$ cat src/rtl/usb2_ep0_pkg.sv
// Shared definitions for the EP0 IN data-stage sequencer.
//   ep0_state_t        sequencer state encoding
//   EP0_BUF_DEPTH      bytes in the EP0 IN buffer RAM
//   EP0_ADR_W/LEN_W    buffer address width / transfer length width (0..64)
//   EP0_MAX_PKT_*      legal EP0 max packet sizes
//   EP0_SKID_DEPTH     output skid entries (RAM latency plus one)
//   ep0_max_pkt_legal  true for a legal EP0 max packet size
//   ep0_pkt_len        bytes in the next packet given length, base and max packet
//   ep0_clamp_len      limits an armed length to the buffer size
package usb2_ep0_pkg;

  typedef enum logic [2:0] {
    ST_IDLE    = 3'd0,
    ST_READY   = 3'd1,
    ST_FETCH   = 3'd2,
    ST_SEND    = 3'd3,
    ST_WAIT_HS = 3'd4,
    ST_DONE    = 3'd5
  } ep0_state_t;

  localparam int EP0_BUF_DEPTH  = 64;
  localparam int EP0_ADR_W      = 6;
  localparam int EP0_LEN_W      = 7;
  localparam int EP0_SKID_DEPTH = 3;

  localparam int EP0_MAX_PKT_8  = 8;
  localparam int EP0_MAX_PKT_16 = 16;
  localparam int EP0_MAX_PKT_32 = 32;
  localparam int EP0_MAX_PKT_64 = 64;

  function automatic bit ep0_max_pkt_legal(input int mp);
    return (mp == EP0_MAX_PKT_8)  || (mp == EP0_MAX_PKT_16) ||
           (mp == EP0_MAX_PKT_32) || (mp == EP0_MAX_PKT_64);
  endfunction

  // len >= base always holds while a transfer is live, so the subtraction
  // never wraps.
  function automatic logic [EP0_LEN_W-1:0] ep0_pkt_len(
    input logic [EP0_LEN_W-1:0] len,
    input logic [EP0_LEN_W-1:0] base,
    input logic [EP0_LEN_W-1:0] max_pkt
  );
    logic [EP0_LEN_W-1:0] rem;
    rem = len - base;
    return (rem > max_pkt) ? max_pkt : rem;
  endfunction

  function automatic logic [EP0_LEN_W-1:0] ep0_clamp_len(input logic [EP0_LEN_W-1:0] l);
    return (l > 7'(EP0_BUF_DEPTH)) ? 7'(EP0_BUF_DEPTH) : l;
  endfunction

endpackage

$ cat src/rtl/usb2_ep0in_ram.sv
// EP0 IN buffer RAM: 64x8, one write port, one read port, two-clock read
// latency (address registered into the array read, then one output stage).
//   clk     clock
//   we      write strobe
//   wr_adr  write address
//   wr_dat  write data
//   rd_adr  read address, sampled every clock
//   rd_dat  read data, valid two clocks after rd_adr was presented
module usb2_ep0in_ram
  import usb2_ep0_pkg::*;
(
  input  logic                 clk,
  input  logic                 we,
  input  logic [EP0_ADR_W-1:0] wr_adr,
  input  logic [7:0]           wr_dat,
  input  logic [EP0_ADR_W-1:0] rd_adr,
  output logic [7:0]           rd_dat
);

  logic [7:0] mem [EP0_BUF_DEPTH];
  logic [7:0] rd_stage;

  always_ff @(posedge clk) begin
    if (we) begin
      mem[wr_adr] <= wr_dat;
    end
    rd_stage <= mem[rd_adr];
    rd_dat   <= rd_stage;
  end

endmodule

$ cat src/rtl/usb2_ep0in_ctrl.sv
// EP0 IN data-stage sequencer. Owns the EP0 IN buffer RAM, splits an armed
// transfer into MAX_PKT packets, streams bytes to the packet engine with
// backpressure, resends on handshake timeout, NAKs when unarmed and appends a
// ZLP on request.
//   clk, reset_n          clock, synchronous active-low reset
//   buf_we/adr/dat        loader write port (accepted only in IDLE)
//   arm, arm_len, arm_zlp start a transfer of arm_len bytes (clamped to 64)
//   abort                 drop the transfer, back to IDLE next clock
//   pkt_req/ack/retry     IN token, host ACK, handshake timeout
//   tx_valid/dat/last     byte stream to the packet engine, tx_ready accepts
//   tx_zlp                send a zero-length DATA packet
//   nak                   IN token while unarmed
//   busy, done            transfer in progress / final packet ACKed
//   buf_err               loader write dropped because not IDLE
//
// state    | meaning
// ---------+---------------------------------------------------------------
// IDLE     | no transfer; loader may write the RAM; IN tokens are NAKed
// READY    | armed, waiting for an IN token for the packet at base
// FETCH    | reads issued for the packet, first byte not yet in the skid
// SEND     | bytes streaming out of the skid buffer
// WAIT_HS  | whole packet handed over, waiting for ACK or timeout
// DONE     | final packet ACKed; done pulses, then IDLE
module usb2_ep0in_ctrl
  import usb2_ep0_pkg::*;
#(
  parameter int MAX_PKT = 64
)
(
  input  logic                 clk,
  input  logic                 reset_n,
  input  logic                 buf_we,
  input  logic [EP0_ADR_W-1:0] buf_adr,
  input  logic [7:0]           buf_dat,
  input  logic                 arm,
  input  logic [EP0_LEN_W-1:0] arm_len,
  input  logic                 arm_zlp,
  input  logic                 abort,
  input  logic                 pkt_req,
  input  logic                 pkt_ack,
  input  logic                 pkt_retry,
  output logic                 tx_valid,
  output logic [7:0]           tx_dat,
  output logic                 tx_last,
  output logic                 tx_zlp,
  input  logic                 tx_ready,
  output logic                 nak,
  output logic                 busy,
  output logic                 done,
  output logic                 buf_err
);

  // An illegal MAX_PKT falls back to the full-speed/high-speed maximum.
  localparam logic [EP0_LEN_W-1:0] MAX_PKT_L =
    ep0_max_pkt_legal(MAX_PKT) ? 7'(MAX_PKT) : 7'(EP0_MAX_PKT_64);

  ep0_state_t           state;
  logic [EP0_LEN_W-1:0] len_q;
  logic [EP0_LEN_W-1:0] base_q;
  logic [EP0_LEN_W-1:0] pkt_len_q;
  logic [EP0_LEN_W-1:0] iss_left;
  logic                 zlp_q;
  logic [EP0_ADR_W-1:0] rd_ptr;

  logic [EP0_LEN_W-1:0] pkt_len;
  logic [EP0_LEN_W-1:0] base_sum;

  // Read pipeline tags: stage 1 and stage 2 track the two RAM read stages.
  logic v1, l1, v2, l2;

  logic [7:0] skid_dat    [EP0_SKID_DEPTH];
  logic       skid_last   [EP0_SKID_DEPTH];
  logic [1:0] skid_cnt;
  logic [7:0] skid_dat_n  [EP0_SKID_DEPTH];
  logic       skid_last_n [EP0_SKID_DEPTH];
  logic [1:0] skid_cnt_n;

  logic       ram_we;
  logic [7:0] ram_rd_dat;
  logic       streaming;
  logic       pop;
  logic       push;
  logic       issue;
  logic       issue_last;
  logic [2:0] occ;

  usb2_ep0in_ram u_ram (
    .clk    (clk),
    .we     (ram_we),
    .wr_adr (buf_adr),
    .wr_dat (buf_dat),
    .rd_adr (rd_ptr),
    .rd_dat (ram_rd_dat)
  );

  assign ram_we   = buf_we && (state == ST_IDLE);
  assign pkt_len  = ep0_pkt_len(len_q, base_q, MAX_PKT_L);
  assign base_sum = base_q + pkt_len_q;

  assign tx_valid = (skid_cnt != 2'd0);
  assign tx_dat   = skid_dat[0];
  assign tx_last  = tx_valid && skid_last[0];

  assign streaming = (state == ST_FETCH) || (state == ST_SEND);
  assign pop       = tx_valid && tx_ready;
  assign push      = v2;

  // Worst-case skid occupancy if nothing else pops: what stays after this
  // clock plus every read still in flight. A new read is issued only if it
  // still fits, which keeps 1 byte/clk when the head is popped every clock.
  always_comb begin
    occ        = {1'b0, skid_cnt} - {2'b0, pop} + {2'b0, v1} + {2'b0, v2};
    issue      = streaming && (iss_left != '0) && (occ < 3'd3);
    issue_last = issue && (iss_left == 7'd1);
  end

  always_comb begin
    skid_dat_n  = skid_dat;
    skid_last_n = skid_last;
    skid_cnt_n  = skid_cnt;
    if (pop) begin
      for (int i = 0; i < EP0_SKID_DEPTH - 1; i++) begin
        skid_dat_n[i]  = skid_dat[i+1];
        skid_last_n[i] = skid_last[i+1];
      end
      skid_cnt_n = skid_cnt - 2'd1;
    end
    if (push) begin
      for (int i = 0; i < EP0_SKID_DEPTH; i++) begin
        if (2'(i) == skid_cnt_n) begin
          skid_dat_n[i]  = ram_rd_dat;
          skid_last_n[i] = l2;
        end
      end
      skid_cnt_n = skid_cnt_n + 2'd1;
    end
  end

  // Skid buffer and read-pipeline tags. Abort drops the tags so reads already
  // in the RAM pipeline never reach the skid.
  always_ff @(posedge clk) begin
    if (!reset_n) begin
      skid_cnt <= 2'd0;
      v1 <= 1'b0;
      l1 <= 1'b0;
      v2 <= 1'b0;
      l2 <= 1'b0;
      for (int i = 0; i < EP0_SKID_DEPTH; i++) begin
        skid_dat[i]  <= 8'h00;
        skid_last[i] <= 1'b0;
      end
    end else if (abort) begin
      skid_cnt <= 2'd0;
      v1 <= 1'b0;
      l1 <= 1'b0;
      v2 <= 1'b0;
      l2 <= 1'b0;
    end else begin
      skid_cnt  <= skid_cnt_n;
      skid_dat  <= skid_dat_n;
      skid_last <= skid_last_n;
      v1 <= issue;
      l1 <= issue_last;
      v2 <= v1;
      l2 <= l1;
    end
  end

  always_ff @(posedge clk) begin
    if (!reset_n) begin
      state     <= ST_IDLE;
      len_q     <= '0;
      base_q    <= '0;
      pkt_len_q <= '0;
      iss_left  <= '0;
      zlp_q     <= 1'b0;
      rd_ptr    <= '0;
      tx_zlp    <= 1'b0;
      nak       <= 1'b0;
      busy      <= 1'b0;
      done      <= 1'b0;
      buf_err   <= 1'b0;
    end else begin
      tx_zlp  <= 1'b0;
      nak     <= 1'b0;
      done    <= 1'b0;
      buf_err <= buf_we && (state != ST_IDLE);

      if (issue) begin
        rd_ptr   <= rd_ptr + 6'd1;
        iss_left <= iss_left - 7'd1;
      end

      if (abort) begin
        state    <= ST_IDLE;
        base_q   <= '0;
        iss_left <= '0;
        busy     <= 1'b0;
      end else begin
        unique case (state)
          ST_IDLE: begin
            if (pkt_req) begin
              nak <= 1'b1;
            end
            if (arm) begin
              len_q  <= ep0_clamp_len(arm_len);
              zlp_q  <= arm_zlp;
              base_q <= '0;
              busy   <= 1'b1;
              state  <= ST_READY;
            end
          end

          ST_READY: begin
            if (pkt_req) begin
              pkt_len_q <= pkt_len;
              if (pkt_len == '0) begin
                tx_zlp <= 1'b1;
                state  <= ST_WAIT_HS;
              end else begin
                rd_ptr   <= base_q[EP0_ADR_W-1:0];
                iss_left <= pkt_len;
                state    <= ST_FETCH;
              end
            end
          end

          ST_FETCH: begin
            if (v2) begin
              state <= ST_SEND;
            end
          end

          ST_SEND: begin
            if (pop && skid_last[0]) begin
              state <= ST_WAIT_HS;
            end
          end

          ST_WAIT_HS: begin
            if (pkt_ack) begin
              base_q <= base_sum;
              // A full packet that ends the data may still owe a ZLP.
              if ((pkt_len_q < MAX_PKT_L) || ((base_sum == len_q) && !zlp_q)) begin
                done  <= 1'b1;
                busy  <= 1'b0;
                state <= ST_DONE;
              end else begin
                state <= ST_READY;
              end
            end else if (pkt_retry) begin
              state <= ST_READY;
            end
          end

          ST_DONE: begin
            state <= ST_IDLE;
          end

          default: begin
            state <= ST_IDLE;
          end
        endcase
      end
    end
  end

endmodule

$ cat config.mk
export PLATFORM = sky130hd
export DESIGN_NAME = usb2_ep0in_ctrl
export DESIGN_NICKNAME = d
export VERILOG_FILES = /design/src/rtl/usb2_ep0_pkg.sv /design/src/rtl/usb2_ep0in_ram.sv /design/src/rtl/usb2_ep0in_ctrl.sv
export SDC_FILE = /design/constraint.sdc
export NUM_CORES = 1
export LEC_CHECK = 0
export ABC_AREA = 1
export CAP_MARGIN = 30
export CORE_MARGIN = 1.5
export CORE_UTILIZATION = 56
export DETAILED_ROUTE_END_ITERATION = 12
export PLACE_DENSITY_LB_ADDON = 0.3
export SETUP_SLACK_MARGIN = 0.02
export SLEW_MARGIN = 20
export SYNTH_ARGS = -nofsm -noshare
export SYNTH_HDL_FRONTEND = slang
export SYNTH_SLANG_ARGS = --single-unit
export TNS_END_PERCENT = 1
$ cat constraint.sdc
create_clock -name clk -period 3.1 [get_ports clk]
set_input_delay 0.62 -clock clk [delete_from_list [all_inputs] [get_ports clk]]
set_output_delay 0.62 -clock clk [all_outputs]
set_load 0.05 [all_outputs]
==> out/results.tsv, run 1 <==
metric	value	unit
status	complete, no violations	
worst-skew pair later-pin latency	0.63	ns
layout cells sized above 1	12.4	%
Post-synth EDFFs	512	
RSZ-0062 raised after global routing	false	
top-count cell post-synth	edfxtp_1	
DRC	0	
routed wire length	63500	um
RePlAce Congestion	0.893	
vias per cell	6.11	
crit-path cells	inv_2, ha_4, clkinvlp_4, nand2_4, clkinv_4, ha_4, fa_2, inv_2, fa_1, a211oi_2, nand2_4, inv_4, buf_4, buf_4, nor3_1, o21ai_0, nand2_1	
Int Pwr	0.0135	W
Tcrit/Tclk final	94.2	%
1st-pass router iterations	5	
hold path depth	1	
htree depth	2	
crit path kind	reg -> reg	
vias in the first global route	16434	
Site Rows	76	
Seq pwr share	52.2	%
Post-Synthesis Cell Area	24800	um2
LEAKAGE	9.80	nW
max-slew violation count	0	
GRT Util Overall	28.3	%
chip width	214	um
post-synthesis sequential area ratio	69.3	%
GRT Residual Overflow	0	
Die H	214	um
global-route wire length before repair	96800	um
antenna-violating nets left	0	
Area contributors post-synth	edfxtp_1 (62%), dfxtp_1 (7.4%), o21ai_0 (6.0%), nor2_1 (5.8%), nand2_1 (2.8%)	
pwr/cell area	598	nW/um2
Clock power frac	43.5	%
Final Hold Viols	0	
combinational power share	4.4	%
clk slew on worst S/H paths	0.06	ns
final-report setup violation count	0	
CTS Sinks	604	
initial DRC count	2247	
Post-Syn Nets	2191	
Final Util	65.9	%
via count	17567	
CTS Buf Count	60	
ys async rst share	0	%
drt wl/cell	22.1	um
Seq cells post-synth	604	
Worst Hold Class	in -> reg	
Syn Inst Count	2134	
DP Area	26500	um2
CP Max Fanout	8	
slowest stage delay, CP	0.40	ns
Yosys Warn Count	0	
largest net degree at the start of global routing	143	
final instance area	28600	um2
synth cell count leaders	edfxtp_1 (512), nor2_1 (382), o21ai_0 (298), nand2_1 (187), nand3_1 (96)	
Setup Slack @ Placement	-0.324	ns
Final #Nets	2300	
final antenna diode count	0	
Starting Density	57.3	%
Worst slew margin	38.9	%
CP endpoint kind	flop	
Final Critical Period	2.92	ns
top cell type's share of synthesized area	61.9	%
TritonCTS clock tree	done	
Tightest Pin Transition	0.917	ns
Worst Clk Skew	0.0209	ns
Max rail drop VDD	0.000445	V
Most used DFF post-synth	edfxtp_1	
switching power summed over all nets	0.00358	W
critical path's slowest cell	fa_1	
power consumption	0.0171	W
WHS	0.236	ns
die area	45600	um2
CP required	3.59	ns
Synth cell types	46	
Root Driver	clkbuf_16	
path depth of the worst reg2reg path	17	
area of the core	43400	um2
P&R area growth vs syn	15.1	%
Max Buffers Root-to-Sink	3	
cell taking the most area after synthesis	edfxtp_1	
Syn Area/Cell	11.6	um2
Sw Share	20.9	%
initial antenna violation count	0	
Worst Setup Start Kind	flop	
Critical Path AT	3.41	ns
Post-DP HPWL	38600	um
PortBufs	45	
Ports	46	
Max-Cap Viols	0	
Peak Freq	342	MHz
worst setup margin	0.178	ns
-- power groups by stage --
| stage | registers (W) | clock network [W] | logic (W) |
|---|---|---|---|
| after floorplan | 0.00907 | 0 | 0.000378 |
| after global placement | 0.00909 | 0 | 0.000711 |
| after detailed placement | 0.00909 | 0 | 0.000735 |
| after CTS | 0.00891 | 0.00749 | 0.000739 |
| after global routing | 0.00892 | 0.00782 | 0.000804 |
| final | 0.00892 | 0.00743 | 0.000750 |
-- layout by cell type (no fill, tap or decap), drive strengths merged, types with 8 or more instances in the layout --
master	instances
edfxtp	512
nor2	386
o21ai	308
nand2	197
buf	137
nand3	100
o22ai	93
dfxtp	92
inv	91
clkbuf	79
o221ai	45
a21oi	41
o211ai	39
clkdlybuf4s50	37
nand4	32
clkinv	25
ha	22
nor3	11
bufinv	10
xor2	8
-- layer usage --
| layer | global-route usage, % | share of wire (%) | vias up |
|---|---|---|---|
| met5 | 0 | 0 | - |
| met4 | 10.3 | 3.6 | 0 |
| met3 | 5.98 | 10 | 156 |
| met2 | 44.3 | 47 | 941 |
| met1 | 39.4 | 40 | 8502 |
| li1 | - | - | 7968 |
-- metrics by stage --
step	TNS [ns]	std cells
after floorplan	-1.39	2134
after global placement	-2.86	2760
after detailed placement	-3.24	2761
after CTS	0	2872
after global routing	0	2877
final	0	2877
-- flip-flops by register name (all words and copies together), names as in the netlist, 8 cells and up --
register,count
u_ram.mem,512
u_ram.rd_stage,8
u_ram.rd_dat,8
skid_dat,16
tx_dat,8
-- what timing repair did --
item,CTS,global route
hold buffers,0,0
endpoints found under the setup margin,0,10
buffers inserted,0,5
resized for setup,0,6
-- final cells by class --
type                       instances  area, um2
sequential                       604      17200
fill                            3141      14800
multi-input combinational       1307       6760
clock buffer                      79       1590
timing repair buffer             174       1470
tap                              585        732
clock inverter                    32        420
inverter                          96        378
-- worst paths after layout --
kind                      from              end  slack (ns)
max                skid_cnt[0]      iss_left[1]        0.18
min                 buf_dat[2]  u_ram.mem[0][2]        0.24
min reg2reg  u_ram.rd_stage[7]  u_ram.rd_dat[7]        0.34
max reg2reg        skid_cnt[0]      iss_left[1]        0.18
-- critical path, delay by kind of cell, from the launching register on --
kind / cells / cell delay [ns]
AO/OA/AOI/OAI: 2 / 0.48
buffers and inverters: 7 / 0.58
adder cells (fa/ha/maj): 4 / 1.09
flip-flops: 1 / 0.31
AND/OR/NAND/NOR: 4 / 0.34
-- kinds of logic after synthesis --
family                   share of synthesized area [%]
buffers and inverters                             3.66
flip-flops                                        69.3
AND/OR/NAND/NOR                                   12.5
adder cells (fa/ha/maj)                           1.43
AO/OA/AOI/OAI                                     12.7
XOR/XNOR                                         0.418
Power figures use the tool's default switching activity.
==> run 2: changes to the inputs <==
Settings changed: CAP_MARGIN 30 to 40, CORE_UTILIZATION 56 to 36.
==> run 2 against run 1 <==
  * Setup slack worse by 0.033 ns
  * Cell area rose by 1.1%
  * Clock power decreased by 4.0%
  * Worst hold slack improved by 0.084 ns
  * Die area increased by 55%
  * Wire length rose by 2.1%
  * Cell count grew 10%
  * Largest power group unchanged
  * Highest routed layer unchanged
==> out/results.tsv, run 2 (synthesis gave the netlist of run 1 again) <==
metric	value	unit
status	complete, no violations	
layout filler cell count	6391	
Starting Density	36.3	%
layout cells sized above 1	12.4	%
setup TNS	0	ns
r2r startpoint	skid_cnt[1]	
htree depth	2	
Final #Nets	2302	
Worst Clk Skew	0.0493	ns
Die H	266	um
largest net degree at the start of global routing	131	
Post-DP HPWL	40100	um
CP endpoint kind	flop	
Final Critical Period	2.95	ns
hold-critical path endpoint	u_ram.rd_dat[5]	
Largest regs	u_ram.mem x512, skid_dat x16	
final antenna diode count	0	
drt wl/cell	20.4	um
hold path depth	0	
PortBufs	45	
Tcrit/Tclk final	95.3	%
Worst slew margin	45.9	%
Ports	46	
die area	70500	um2
Site Rows	96	
vias in the first global route	16271	
Peak Freq	338	MHz
via count	16970	
Worst Hold Class	reg -> reg	
RSZ-0062 raised after global routing	true	
1st-pass router iterations	7	
commonest non-fill, non-tap cell in the layout	edfxtp_1	
antenna-violating nets left	0	
P&R area growth vs syn	16.4	%
max-slew violation count	0	
CTS Buf Count	61	
vias per cell	5.34	
pwr/cell area	582	nW/um2
path depth of the worst reg2reg path	16	
CTS Sinks	604	
GRT Residual Overflow	0	
Root Driver	clkbuf_16	
worst-skew pair later-pin latency	0.66	ns
crit-path cells	inv_2, ha_4, clkinvlp_4, nand2_4, clkinv_4, ha_4, fa_2, inv_2, fa_1, a211oi_2, nand2_2, nor2_1, nand2_1, a21oi_1, o211ai_1, nand2_1	
clk slew on worst S/H paths	0.06	ns
RePlAce Congestion	0.838	
HP Start	u_ram.rd_stage[5]	
worst setup margin	0.145	ns
GRT Util Overall	18.2	%
Setup Slack @ Placement	-0.343	ns
R2R Path End	iss_left[6]	
Worst Setup Start Kind	flop	
post-cts hold buffer count	0	
Final Hold Viols	0	
Max Buffers Root-to-Sink	3	
chip width	266	um
Tightest Pin Transition	0.811	ns
initial DRC count	1754	
crit path kind	reg -> reg	
Critical Path AT	3.53	ns
critical path's slowest cell	fa_1	
DRC	0	
global-route wire length before repair	98500	um
number of flip-flops in the largest register	512	
area of the core	68500	um2
Max rail drop VDD	0.000425	V
initial antenna violation count	0	
Max-Cap Viols	0	
Biggest register	u_ram.mem	
reg2reg setup slack	0.15	ns
most frequent cells in the layout	edfxtp_1 (512), nor2_1 (380), o21ai_0 (297)	
LEAKAGE	9.75	nW
slowest stage delay, CP	0.42	ns
routed wire length	64900	um
TritonCTS clock tree	done	
CP required	3.68	ns
final-report setup violation count	0	
CP Max Fanout	8	
## run 2: cell types whose count changed in the layout (fill, tap and decap cells not counted), sizes merged
cell      before  now
clkinv        25   35
bufinv        10    4
clkbuf        79   75
clkinvlp       2    4
buf          137  138
inv           91   92
## run 2: power by group
group | internal [W] | total (W) | leakage [nW] | switching (W)
Combinational | 0.000220 | 0.000761 | 3.46 | 0.000541
Sequential | 0.00887 | 0.00890 | 5.36 | 0.0000384
Clock | 0.00398 | 0.00713 | 0.936 | 0.00315
Total | 0.0131 | 0.0168 | 9.75 | 0.00373
## run 2: cell type report
type	instances	area, um2	area share (%)
Sequential cell	604	17200	59.6
Tap cell	882	1100	3.82
Multi-Input combinational cell	1307	6750	23.4
Timing Repair Buffer	175	1520	5.26
Inverter	96	375	1.30
Clock buffer	75	1590	5.50
Clock inverter	39	324	1.12
## run 2: worst max-delay path by stage
stage,from,endpoint,slack (ns),cells past startpoint
CTS,skid_cnt[0],iss_left[6],0.06,16
finish,skid_cnt[1],iss_left[6],0.15,16
detailed placement,tx_ready,iss_left[6],-0.34,13
global placement,tx_ready,rd_ptr[5],-0.34,14
global route,skid_cnt[1],iss_left[5],-0.08,17
floorplan,skid_cnt[1],iss_left[5],-0.20,18
## run 2: worst max-delay path: cells and delay by family (launching register included)
kind	cells	cell delay, ns
buffers and inverters	4	0.28
AOI/OAI and AO/OA	3	0.49
adders and majority gates	4	1.12
and+or+nand+nor	5	0.68
DFF	1	0.32
## run 2: layer usage
layer  track usage [%]  part of all wire (%)  wire length [um]
met1              24.3                    43             28100
met2              29.6                    47             30700
met3              4.12                   7.0              4560
met4              5.39                   2.3              1500
met5                 0                     0                 0
## run 2: metrics by stage
step	hold WS [ns]	utilization, %	total power (W)	instances	area [um2]
after floorplan	0.310	-	0.00945	2134	24900
after global placement	0.313	39.3	0.00982	3058	26900
after detailed placement	0.312	39.3	0.00984	3060	26900
after CTS	0.322	42.1	0.0169	3174	28800
after global routing	0.334	42.2	0.0173	3178	28900
final	0.320	42.2	0.0168	3178	28900
## run 2: repair_timing
action,in CTS,in global routing
gates resized for setup,0,5
setup buffers,0,4
endpoints found under the setup margin,0,11
==> run 3: changes to the inputs <==
Settings changed: ABC_AREA 1 to 0.
Clock period 3.1 ns to 3.8 ns, I/O delays scaled along.
==> run 3 against run 2 <==
  * Wire length decreased by 15%
  * Via count decreased by 25%
  * Sequential power decreased by 19%
  * Sequential cell count unchanged
==> out/results.tsv, run 3 <==
metric	value	unit
Site Rows	95	
Root Driver	clkbuf_16	
1st-pass router iterations	8	
RePlAce Congestion	0.807	
chip width	263	um
Resize count post-CTS	0	
Worst slew margin	46.9	%
max-slew violation count	0	
Syn Inst Count	1354	
antenna-violating nets left	0	
CTS Buf Count	58	
Tightest Pin Transition	0.795	ns
Final Util	42.3	%
Setup Slack @ Placement	-0.123	ns
DRC	0	
worst-skew pair later-pin latency	0.62	ns
Yosys Warn Count	0	
path depth of the worst reg2reg path	14	
htree depth	2	
Final #Nets	1549	
reg2reg setup slack	0.35	ns
Starting Density	36.3	%
CP Max Fanout	4	
synth cell count leaders	edfxtp_1 (512), mux4_2 (160), nor2_1 (127), dfxtp_1 (92), a21oi_1 (44)	
post-cts hold buffer count	0	
PortBufs	45	
status	complete, no violations	
die area	69000	um2
Die H	263	um
vias per cell	5.26	
Max-Cap Viols	0	
P&R area growth vs syn	16.4	%
CP endpoint	iss_left[6]	
layout filler cell count	5908	
Seq cells post-synth	604	
Peak Freq	289	MHz
GRT Residual Overflow	0	
number of cells on the critical path	14	
largest net degree at the start of global routing	43	
crit path from	skid_cnt[1]	
final antenna diode count	0	
Critical Path AT	3.97	ns
pwr/cell area	476	nW/um2
crit-path cells	inv_1, ha_1, inv_1, nand2_1, clkinv_1, ha_1, fa_1, inv_1, fa_1, a211o_1, a211o_1, or3_1, xor2_1, o32ai_1	
Crit path top cell by count	inv_1	
CTS Sinks	604	
drt wl/cell	22.8	um
Post-DP HPWL	36000	um
Ports	46	
post-synthesis sequential area ratio	70.9	%
commonest non-fill, non-tap cell in the layout	edfxtp_1	
crit path kind	reg -> reg	
r2r startpoint	skid_cnt[1]	
setup repair bufs after CTS	0	
most frequent cells in the layout	edfxtp_1 (512), mux4_2 (160), nor2_1 (127)	
initial DRC count	1029	
top-count cell post-synth	edfxtp_1	
routed wire length	55100	um
layout cells sized above 1	24.8	%
Syn Area/Cell	17.9	um2
family with the most delay on the worst path	adder cells	
RSZ-0062 raised after global routing	false	
cell taking the most area after synthesis	edfxtp_1	
R2R Path End	iss_left[6]	
via count	12700	
Largest regs	u_ram.mem x512, skid_dat x16	
Synth cell types	57	
initial antenna violation count	0	
Max rail drop VDD	0.000342	V
Final Critical Period	3.45	ns
Biggest register	u_ram.mem	
Post-synth EDFFs	512	
TritonCTS clock tree	done	
Max Buffers Root-to-Sink	3	
ys async rst share	0	%
clk slew on worst S/H paths	0.06	ns
setup TNS	0	ns
critical path's slowest cell	fa_1	
worst setup margin	0.345	ns
Tcrit/Tclk final	90.9	%
crit path buf inv count	4	
final-report setup violation count	0	
slowest stage delay, CP	0.41	ns
area of the core	66900	um2
Most used DFF post-synth	edfxtp_1	
Worst Setup Start Kind	flop	
LEAKAGE	9.01	nW
global-route wire length before repair	83700	um
Post-Synthesis Cell Area	24300	um2
top cell type's share of synthesized area	63.3	%
CP required	4.31	ns
Area contributors post-synth	edfxtp_1 (63%), mux4_2 (15%), dfxtp_1 (7.6%), nor2_1 (2.0%), ha_1 (1.1%)	
Final Hold Viols	0	
Post-Syn Nets	1411	
CP endpoint kind	flop	
GRT Util Overall	16.0	%
Worst Hold Class	reg -> reg	
number of flip-flops in the largest register	512	
vias in the first global route	12924	
Worst Clk Skew	0.0210	ns
-- run 3: cell types whose count changed after synthesis, moves of 17 or more --
cell	delta
mux2i_1	+17
inv_1	-51
o21ai_0	-270
clkbuf_1	-45
nor2_1	-255
mux4_2	+160
nand4_1	-24
a22oi_1	+21
o211ai_1	-37
nand3_1	-80
o22ai_1	-74
nand2_1	-145
buf_2	-20
o221ai_1	-45
-- run 3: report_power, final --
part	switching, W	internal, W
Combinational	0.000290	0.000152
Clock	0.00248	0.00332
Sequential	0.0000241	0.00721
Total	0.00279	0.0107
-- run 3: cell families after synthesis --
group                    Yosys count  synth area share (%)
AND/OR/NAND/NOR                  256                  4.90
flip-flops                       604                  70.9
multiplexers                     179                  15.6
buffers and inverters            111                  2.24
adder cells (fa/ha/maj)           26                  1.46
XOR/XNOR                          26                 0.937
AO/OA/AOI/OAI                    152                  3.96
-- run 3: layer usage --
metal,global-route usage [%],vias to the layer above,part of all wire (%)
li1,-,5686,-
met1,23.0,6612,45
met2,26.1,347,49
met3,2.28,55,4.9
met4,3.35,0,1.3
met5,0,-,0
-- run 3: worst min-delay path by stage --
stage / startpoint / slack (ns) / depth (start not counted) / endpoint
3_5_place_dp: u_ram.rd_stage[5] / 0.31 / 0 / u_ram.rd_dat[5]
2_1_floorplan: u_ram.rd_stage[0] / 0.31 / 0 / u_ram.rd_dat[0]
3_3_place_gp: u_ram.rd_stage[4] / 0.31 / 0 / u_ram.rd_dat[4]
6_report: u_ram.rd_stage[3] / 0.33 / 0 / u_ram.rd_dat[3]
4_1_cts: u_ram.rd_stage[5] / 0.33 / 0 / u_ram.rd_dat[5]
5_1_grt: u_ram.rd_stage[6] / 0.33 / 0 / u_ram.rd_dat[6]
-- run 3: layout make-up --
class,count,area [um2],area share [%]
Tap cell,873,1090,3.86
Clock inverter,40,374,1.32
Multi-Input combinational cell,639,6530,23.1
Inverter,30,113,0.398
Timing Repair Buffer,159,1400,4.95
Clock buffer,69,1550,5.46
Sequential cell,604,17200,60.9
-- run 3: worst reg2reg max path, stage by stage, from the launching register on --
cell	delay, ns
dfxtp_1	0.33
inv_1	0.11
ha_1	0.18
inv_1	0.06
nand2_1	0.09
clkinv_1	0.09
ha_1	0.31
fa_1	0.38
inv_1	0.09
fa_1	0.41
a211o_1	0.30
a211o_1	0.28
or3_1	0.35
xor2_1	0.16
o32ai_1	0.22
-- run 3: metrics by stage --
step | hold WS (ns) | area (um2) | instances | total power, W
2_1_floorplan | 0.310 | 24300 | 1354 | 0.00758
3_3_place_gp | 0.314 | 26300 | 2300 | 0.00781
3_5_place_dp | 0.312 | 26300 | 2302 | 0.00782
4_1_cts | 0.327 | 28200 | 2411 | 0.0136
5_1_grt | 0.329 | 28300 | 2414 | 0.0139
6_report | 0.326 | 28300 | 2414 | 0.0135
